File: src/rtl/cpu_pkg.sv
// Shared CPU front-end definitions: datapath width, reset vector and fetch FSM states.
package cpu_pkg;
    localparam int          XLEN      = 32;
    localparam logic [31:0] RESET_PC  = 32'h0000_0000;
    localparam logic [31:0] INSTR_NOP = 32'h0000_0013;

    typedef enum logic [1:0] {FETCH, WAIT, HOLD, DRAIN} fetch_state_t;
endpackage

File: src/rtl/fetch_buffer.sv
// IF/ID output slot plus a one-entry skid that catches a response arriving while the slot is stalled.
module fetch_buffer #(
    parameter int XLEN = 32
) (
    input  logic            clk,
    input  logic            rst_n,
    input  logic            clear,
    input  logic            push,
    input  logic            stall,
    input  logic [XLEN-1:0] push_pc,
    input  logic [XLEN-1:0] push_instr,
    output logic            slot_free,
    output logic            skid_valid,
    output logic            if_valid,
    output logic [XLEN-1:0] if_pc,
    output logic [XLEN-1:0] if_instr
);
    logic [XLEN-1:0] skid_pc;
    logic [XLEN-1:0] skid_instr;
    logic            pop;

    assign pop       = if_valid && !stall;
    assign slot_free = !if_valid || pop;

    always_ff @(posedge clk or negedge rst_n) begin
        if (!rst_n) begin
            if_valid   <= 1'b0;
            if_pc      <= '0;
            if_instr   <= '0;
            skid_valid <= 1'b0;
            skid_pc    <= '0;
            skid_instr <= '0;
        end else if (clear) begin
            if_valid   <= 1'b0;
            skid_valid <= 1'b0;
        end else if (push) begin
            // A push never coincides with a full skid: the FSM stops requesting while it is full.
            if (slot_free) begin
                if_valid <= 1'b1;
                if_pc    <= push_pc;
                if_instr <= push_instr;
            end else begin
                skid_valid <= 1'b1;
                skid_pc    <= push_pc;
                skid_instr <= push_instr;
            end
        end else if (pop) begin
            if (skid_valid) begin
                if_pc      <= skid_pc;
                if_instr   <= skid_instr;
                skid_valid <= 1'b0;
            end else begin
                if_valid <= 1'b0;
            end
        end
    end
endmodule

File: src/rtl/fetch_unit.sv
// Instruction fetch front end: PC generation, single-outstanding imem handshake, redirect/flush.
module fetch_unit #(
    parameter logic [31:0] RESET_PC = cpu_pkg::RESET_PC,
    parameter int          XLEN     = cpu_pkg::XLEN
) (
    input  logic            clk,
    input  logic            rst_n,
    input  logic            stall,
    input  logic            redirect_valid,
    input  logic [XLEN-1:0] redirect_pc,
    output logic            imem_req,
    output logic [XLEN-1:0] imem_addr,
    input  logic            imem_gnt,
    input  logic            imem_rvalid,
    input  logic [XLEN-1:0] imem_rdata,
    output logic            if_valid,
    output logic [XLEN-1:0] if_pc,
    output logic [XLEN-1:0] if_instr,
    output logic            flush_out
);
    import cpu_pkg::*;

    fetch_state_t    state;
    logic [XLEN-1:0] fetch_pc;
    logic [XLEN-1:0] req_pc;
    logic            slot_free;
    logic            skid_valid;
    logic            push;
    logic            accepted;
    logic            outstanding;

    assign imem_req  = rst_n && (state == FETCH) && !skid_valid;
    assign imem_addr = fetch_pc;
    assign flush_out = rst_n && redirect_valid;
    assign accepted  = imem_req && imem_gnt;
    assign push      = (state == WAIT) && imem_rvalid && !redirect_valid;

    // A response landing in the redirect cycle closes the transaction, so no drain is needed.
    assign outstanding = accepted ||
                         (((state == WAIT) || (state == DRAIN)) && !imem_rvalid);

    always_ff @(posedge clk or negedge rst_n) begin
        if (!rst_n) begin
            state    <= FETCH;
            fetch_pc <= RESET_PC;
            req_pc   <= '0;
        end else if (redirect_valid) begin
            fetch_pc <= redirect_pc & ~XLEN'(3);
            state    <= outstanding ? DRAIN : FETCH;
        end else begin
            case (state)
                FETCH: if (accepted) begin
                    req_pc   <= fetch_pc;
                    fetch_pc <= fetch_pc + XLEN'(4);
                    state    <= WAIT;
                end
                WAIT:  if (imem_rvalid) state <= slot_free ? FETCH : HOLD;
                HOLD:  if (if_valid && !stall) state <= FETCH;
                DRAIN: if (imem_rvalid) state <= FETCH;
                default: state <= FETCH;
            endcase
        end
    end

    fetch_buffer #(.XLEN(XLEN)) u_buf (
        .clk        (clk),
        .rst_n      (rst_n),
        .clear      (redirect_valid),
        .push       (push),
        .stall      (stall),
        .push_pc    (req_pc),
        .push_instr (imem_rdata),
        .slot_free  (slot_free),
        .skid_valid (skid_valid),
        .if_valid   (if_valid),
        .if_pc      (if_pc),
        .if_instr   (if_instr)
    );
endmodule

File: config.mk
export PLATFORM = sky130hd
export DESIGN_NAME = fetch_unit
export DESIGN_NICKNAME = d
export VERILOG_FILES = /design/src/rtl/cpu_pkg.sv /design/src/rtl/fetch_buffer.sv /design/src/rtl/fetch_unit.sv
export SDC_FILE = /design/constraint.sdc
export NUM_CORES = 1
export LEC_CHECK = 0
export BUFFER_PORTS_ARGS = -buffer_cell sky130_fd_sc_hd__buf_4
export CORE_MARGIN = 2
export CORE_UTILIZATION = 40
export DETAILED_ROUTE_END_ITERATION = 8
export SLEW_MARGIN = 20
export SYNTH_ARGS = -nofsm -noshare
export SYNTH_HDL_FRONTEND = slang
export SYNTH_HIERARCHICAL = 1
export SYNTH_SLANG_ARGS = --single-unit
File: constraint.sdc
create_clock -name clk -period 2.7 [get_ports clk]
set_input_delay 0.675 -clock clk [delete_from_list [all_inputs] [get_ports clk]]
set_output_delay 0.675 -clock clk [all_outputs]
set_load 0.01 [all_outputs]
==> out/metrics.cfg, run 1 <==
[timing]
fin_crit_sh_pct = 92.69
rsz0062_at_grt = no
clock_skew_ps = 13.68
worstMarginPinSlew_ps = 789.5
finalMaxSlewViolations = 0
period_minus_slack_ps = 2503
slew_headroom_pct = 47.37
hold_viol_final = 0
setup_violations = 0
max_freq_mhz = 399.6
tns_ps = 0

[critical_path]
path_cells = or4b_4, buf_4, clkinv_1, buf_4
timing.critical_path.buf_inv = 3
crit_family = simple AND/OR/NAND/NOR gates
critPathMaxStageDelay_ps = 590
cp_data_required_time_ps = 2030
start_kind = flop
crit_fanout = 5
critPathMostFrequentCell = buf_4
cp_slowest_cell = or4b_4
cp_data_arrival_time_ps = 1830
critPathKind = reg -> out
endpoint_kind = output pin

[clock_network]
post_cts_buffers = 0
hold_buffers = 0
worstSkewPairLatency_ps = 430
cts_resized = 0
htreeDepth = 4
clk_pin_slew_worst_paths_ps = 80
cts.sinks = 192
clockBufferDepth = 2
cts_tree = done
cts_buffers = 17
clock-root-buffer = clkbuf_16

[logic_synthesis]
synth_area_leaders = dfrtp_1 54%, mux2_2 19%, mux2_4 10%
async_reset_ff_share_pct = 100.0
synth_most_common_cell = dfrtp_1
muxShareOfSynthArea_pct = 30.29
yosysWarnings = 6
ys_top_cells_by_count = 192 x dfrtp_1, 155 x mux2_2, 60 x mux2_4, 29 x nand2_1, 24 x nor2_1
yosys.area_share.adder_pct = 0.1397
netlist_instances = 643
synth_compound_area_share_pct = 4.583
synth_top_family_by_area = multiplexers
syn_area_sq_um = 8955
synth_top_cell_by_area = dfrtp_1
synth.avg_cell_area_sq_um = 13.93
synth_seq_area_share_pct = 53.65
ys_ff_latch = 192
synth_top_area_share_pct = 53.65
post_synth_xor_area_fraction_pct = 0.6846
synth_flop_cell = dfrtp_1
synth-edff-count = 0
yosys.area_share.simple_pct = 6.930
synth.distinct_cells = 45

[floorplanning]
die-area_sq_um = 23600
die_h_um = 153.6
fp-row-count = 54
core_area_sq_um = 21890
fp.dieW_um = 153.6
io_pins = 169
start_util_pct = 40.91

[global_route]
grt_pass1_vias = 6211
grt_pass1_wl_um = 33480
grt-ovfl-total = 0
antenna_found_initial = 0
grt_start_max_net_pins = 65
grt_usage_pct = 17.76

[status]
outcome = finished, final reports clean

[pwr]
ir_drop_uv = 301.9
power.leakage_uw = 0.005523
power.density_nw_per_um2 = 601.3
comb_power_share_pct = 11.2
power.total_uw = 6662
swShare_pct = 26.59
power_frac_seq_pct = 50.1
netSwitchingPower_uw = 1771
clkPwrFrac_pct = 38.7
internal-power_uw = 4890

[layout]
final_nets = 887
syn_to_final_growth_pct = 23.71
drive_gt1_share_pct = 53.20
antennaDiodeCount = 0

[drt]
ant_nets = 0
vias_per_cell = 5.298
first_pass_iters = 4
drt_iter0_markers = 249
vias = 5875
wirelength_um = 20660
drc_errors = 0
routedWlPerCell_um = 18.63

[placement]
hpwl_um = 14250
port_buffers = 164
gp_congestion = 0.7890

[flow_run]
cap_violations = 0

[min_path]
hp-class = in -> async

[power by group through the flow]
| stage | registers, uW | clock network [uW] | logic (uW) |
|---|---|---|---|
| floorplan | 3360 | 0 | 376 |
| global placement | 3380 | 0 | 734 |
| detailed placement | 3400 | 0 | 758 |
| CTS | 3340 | 2650 | 760 |
| global route | 3380 | 2800 | 823 |
| finish | 3340 | 2580 | 746 |
[sequential cells by signal, indices dropped and copies added, names as in the netlist]
signal            flops
u_buf/skid_instr     32
state                 2
u_buf/skid_valid      1
u_buf/if_pc          32
req_pc               30
u_buf/skid_pc        32
u_buf/if_valid        1
u_buf/if_instr       32
imem_addr            30
[final cells by class]
cell class / instances / area [sq um]
Multi-Input combinational cell: 414 / 3857
Timing Repair Buffer: 185 / 1433
Clock inverter: 14 / 171.4
Fill cell: 1910 / 10810
Tap cell: 280 / 350.3
Inverter: 6 / 22.52
Clock buffer: 18 / 439.2
Sequential cell: 192 / 4805
[per-layer routing]
layer | wire, um | track usage, % | up-vias | share of wire (%)
met5 | 0 | 0 | - | 0
met4 | 197 | 4.150 | 0 | 0.95
met3 | 1179 | 4.397 | 14 | 5.7
met2 | 9773 | 28.13 | 171 | 47
met1 | 9507 | 24.74 | 2994 | 46
li1 | - | - | 2696 | -
[through the flow]
step                      utilization, %  setup slack, ps  cell area [sq um]  hold WS [ps]  std cells
after CTS                          50.61            181.9              11080         386.7       1109
after global routing               50.61            130.1              11080         402.2       1109
after global placement             47.82           -47.67              10470         475.9       1077
final                              50.61            197.4              11080         371.5       1109
after detailed placement           47.82           -75.72              10470         476.2       1077
after floorplan                        -            120.0               8974         379.4        648
[placed cells by master (no fill, tap or decap), types with 2 or more instances in the layout]
master / n
nand4_1: 7
clkbuf_8: 2
a21oi_1: 2
inv_6: 5
buf_12: 3
o21ai_0: 19
nand3_1: 11
clkinv_8: 3
buf_4: 181
and2_1: 4
mux2_2: 155
clkbuf_16: 17
nand2_1: 29
and4_1: 2
a31oi_1: 22
or4b_1: 2
dfrtp_1: 192
or4_1: 15
nor3_1: 2
and3_1: 5
o41ai_1: 2
o31ai_1: 13
conb_1: 6
xnor2_1: 2
nor2_1: 23
clkinv_1: 2
or3_1: 6
clkinvlp_4: 2
mux2_4: 60
xor2_1: 5
inv_1: 4
inv_8: 3
mux2_1: 5
[cells by family after synthesis]
| group | after synthesis |
|---|---|
| flip-flops | 192 |
| multiplexers | 221 |
| adder cells (fa/ha/maj) | 1 |
| AND/OR/NAND/NOR | 116 |
| AO/OA/AOI/OAI | 63 |
| buffers and inverters | 42 |
| other | 1 |
| XOR/XNOR | 7 |
[path summary, 6_finish.rpt]
kind / start / end / slack, ps / depth (start not counted)
max: state[1] / imem_req / 200 / 4
max reg2reg: state[1] / imem_addr[21] / 220 / 4
max in group asynchronous: rst_n / u_buf/if_instr[9] / 1110 / 3
min in group clk: redirect_pc[2] / imem_addr[2] / 450 / 3
min reg2reg: u_buf/if_pc[10] / u_buf/if_pc[10] / 500 / 1
min: rst_n / u_buf/if_instr[3] / 370 / 2
Note: power is estimated with default switching activity, not from simulation.
==> inputs of run 2 (changes only) <==
Settings changed: ABC_AREA set to 1.
==> run 2 against run 1 <==
Compared with the run above:
- non-clock buffer count down 5
- clock skew shrank 2.8 ps
- first-iteration DRC count increased by 110%
- clock power decreased by 6%
- area after synthesis rose by 4.2%
- sequential share of layout area fell by 0.75 points
- fmax is 4.5% higher
- power rose by 5.7%
- critical path type is now reg -> reg
- critical path depth is 4 higher
- largest power group unchanged
- critical endpoint is now u_buf/if_pc[13]
- global-route usage up 1.9 points
- sequential cell count unchanged
==> out/metrics.cfg, run 2 <==
[placement]
port_buffers = 164  ; unchanged
hpwl_um = 15450  ; +8.4%
place_ws_ps = 223.2  ; +298.9 ps
gp_congestion = 0.8584  ; +8.8%
placed_area_sq_um = 10710  ; +2.3%

[global_route]
grt_pass1_wl_um = 38410  ; +15%
grt_pass1_vias = 7339  ; +18%
grt_usage_pct = 19.66  ; +1.9 points
antenna_found_initial = 0  ; unchanged
grt-ovfl-total = 0  ; unchanged
grt_start_max_net_pins = 156  ; +140%

[clock_network]
clk_pin_slew_worst_paths_ps = 70  ; about the same
clock-root-buffer = clkbuf_16
cts_tree = done
clockBufferDepth = 2  ; unchanged
htreeDepth = 4  ; unchanged
post_cts_buffers = 0  ; unchanged
cts_resized = 0  ; unchanged
worstSkewPairLatency_ps = 430  ; about the same
hold_buffers = 0  ; unchanged
cts.sinks = 192  ; unchanged
cts_buffers = 17  ; unchanged

[layout]
design_area_sq_um = 11270  ; +1.8%
antennaDiodeCount = 0  ; unchanged
layout_commonest_cell = nand2_1
multiInputGateArea_sq_um = 3735  ; -3.2%
fillerInstances = 2264  ; +19%
most-common-layout-cells = 406 x nand2_1, 192 x dfrtp_1, 177 x buf_4
ff_latch_area_sq_um = 4805  ; unchanged
final_nets = 1388  ; +56%
syn_to_final_growth_pct = 20.76
drive_gt1_share_pct = 18.66  ; -35 points

[drt]
vias_per_cell = 4.780  ; -9.8%
drc_errors = 0  ; unchanged
drt_iter0_markers = 524  ; +110%
wirelength_um = 23490  ; +14%
routedWlPerCell_um = 14.30  ; -23%
ant_nets = 0  ; unchanged
vias = 7849  ; +34%
first_pass_iters = 5  ; +1

[critical_path]
cp_data_arrival_time_ps = 2710  ; +880 ps
crit_family = simple AND/OR/NAND/NOR gates
cp_slowest_cell = dfrtp_1
crit_fanout = 64  ; +59
cp_data_required_time_ps = 3020  ; +990 ps
start_kind = flop
critPathMostFrequentCell = nand2_1
timing.critical_path.buf_inv = 2  ; -1
critPathKind = reg -> reg
critPathMaxStageDelay_ps = 430  ; -160 ps
endpoint_kind = flop
path_cells = or2_2, nor3b_2, buf_4, inv_2, o21ai_4, nand2_4, nand2_1, nand2_1

[floorplanning]
io_pins = 169  ; unchanged
core_area_sq_um = 22780  ; +4.1%
fp-row-count = 55  ; +1.9%
start_util_pct = 40.98  ; +0.077 points
die_h_um = 156.8  ; +2.0%
fp.dieW_um = 156.8  ; +2.0%
die-area_sq_um = 24580  ; +4.1%

[timing]
tns_ps = 0  ; unchanged
slew_headroom_pct = 36.69  ; -11 points
clock_skew_ps = 10.90  ; -2.783 ps
worstMarginPinSlew_ps = 948.3  ; +158.8 ps
finalMaxSlewViolations = 0  ; unchanged
hold_viol_final = 0  ; unchanged
rsz0062_at_grt = no
period_minus_slack_ps = 2395  ; -107.7 ps
fin_crit_sh_pct = 88.70  ; -4.0 points
setup_violations = 0  ; unchanged
worst_slack_ps = 305.0  ; +107.6 ps
max_freq_mhz = 417.5  ; +4.5%

[logic_synthesis]
ys_ff_latch = 192  ; unchanged
synth-edff-count = 0  ; unchanged
yosys.area_share.simple_pct = 28.23  ; +21 points
ys_top_cells_by_count = 406 x nand2_1, 192 x dfrtp_1, 102 x inv_1, 92 x nand3_1, 91 x o21ai_0
synth_top_cell_by_area = dfrtp_1
syn_area_sq_um = 9335  ; +4.2%
synth_area_leaders = dfrtp_1 51%, nand2_1 16%, nand3_1 4.9%
muxShareOfSynthArea_pct = 0  ; -30 points
yosysWarnings = 6  ; unchanged
synth_most_common_cell = nand2_1
netlist_instances = 1181  ; +84%
synth_compound_area_share_pct = 10.71  ; +6.1 points
synth_top_family_by_area = simple AND/OR/NAND/NOR gates
post_synth_xor_area_fraction_pct = 0.5629  ; -0.12 points
synth.distinct_cells = 42  ; -6.7%
synth_top_area_share_pct = 51.47  ; -2.2 points
yosys.area_share.adder_pct = 0.1340  ; -0.0057 points
synth.avg_cell_area_sq_um = 7.904  ; -43%
async_reset_ff_share_pct = 100.0  ; unchanged
synth_flop_cell = dfrtp_1
synth_seq_area_share_pct = 51.47  ; -2.2 points

[pwr]
power.density_nw_per_um2 = 624.9  ; +3.9%
power.total_uw = 7044  ; +5.7%
power.leakage_uw = 0.005834  ; +5.6%
ir_drop_uv = 358.2  ; +19%

[min_path]
hp-class = in -> async

[status]
outcome = finished, final reports clean

[flow_run]
cap_violations = 0  ; unchanged

-- run 2: stage by stage --
| stage | hold WS [ps] | instances | util [%] |
|---|---|---|---|
| after floorplan | 379.4 | 1184 | - |
| after global placement | 454.8 | 1611 | 47.03 |
| after detailed placement | 459.8 | 1611 | 47.03 |
| after CTS | 371.0 | 1642 | 49.49 |
| after global routing | 398.5 | 1642 | 49.49 |
| final | 369.1 | 1642 | 49.49 |
-- run 2: worst paths after layout --
kind / from / end / slack [ps] / depth (start not counted)
min reg2reg: u_buf/if_pc[4] / u_buf/if_pc[4] / 470 / 2
min in group clk: redirect_pc[15] / imem_addr[15] / 460 / 3
max reg2reg: state[1] / u_buf/if_pc[13] / 310 / 8
max in group asynchronous: rst_n / u_buf/if_instr[24] / 1110 / 3
max: state[1] / u_buf/if_pc[13] / 310 / 8
min: rst_n / u_buf/skid_instr[3] / 370 / 2
-- run 2: area by class of cell --
cell class	count	share of cell area, %
flip-flops and latches	192	42.62
multi-input cells	820	33.13
clock inverters	12	0.9656
clock buffers	19	4.018
well taps	313	3.474
inverters	106	3.529
repair buffers	180	12.26
-- run 2: where the power goes --
group,internal (uW),total [uW],leakage (uW),switching (uW)
registers,3190,3490,0.00245,304
logic,474,1130,0.00311,654
clock network,1320,2420,0.000276,1100
total,4980,7040,0.00583,2060
-- run 2: cell families after synthesis --
kind of cell | count (synthesis)
compound gates | 189
xor+xnor | 6
fa+ha+maj | 1
buf+inv | 172
flops | 192
other cells | 1
simple gates | 620
-- run 2: metal layers --
| layer | GRT usage [%] | up-vias | routed length, um |
|---|---|---|---|
| li1 | - | 4025 | - |
| met4 | 3.932 | 0 | 210 |
| met3 | 3.822 | 17 | 1264 |
| met1 | 29.34 | 3586 | 11770 |
| met2 | 29.76 | 221 | 10240 |
| met5 | 0 | - | 0 |
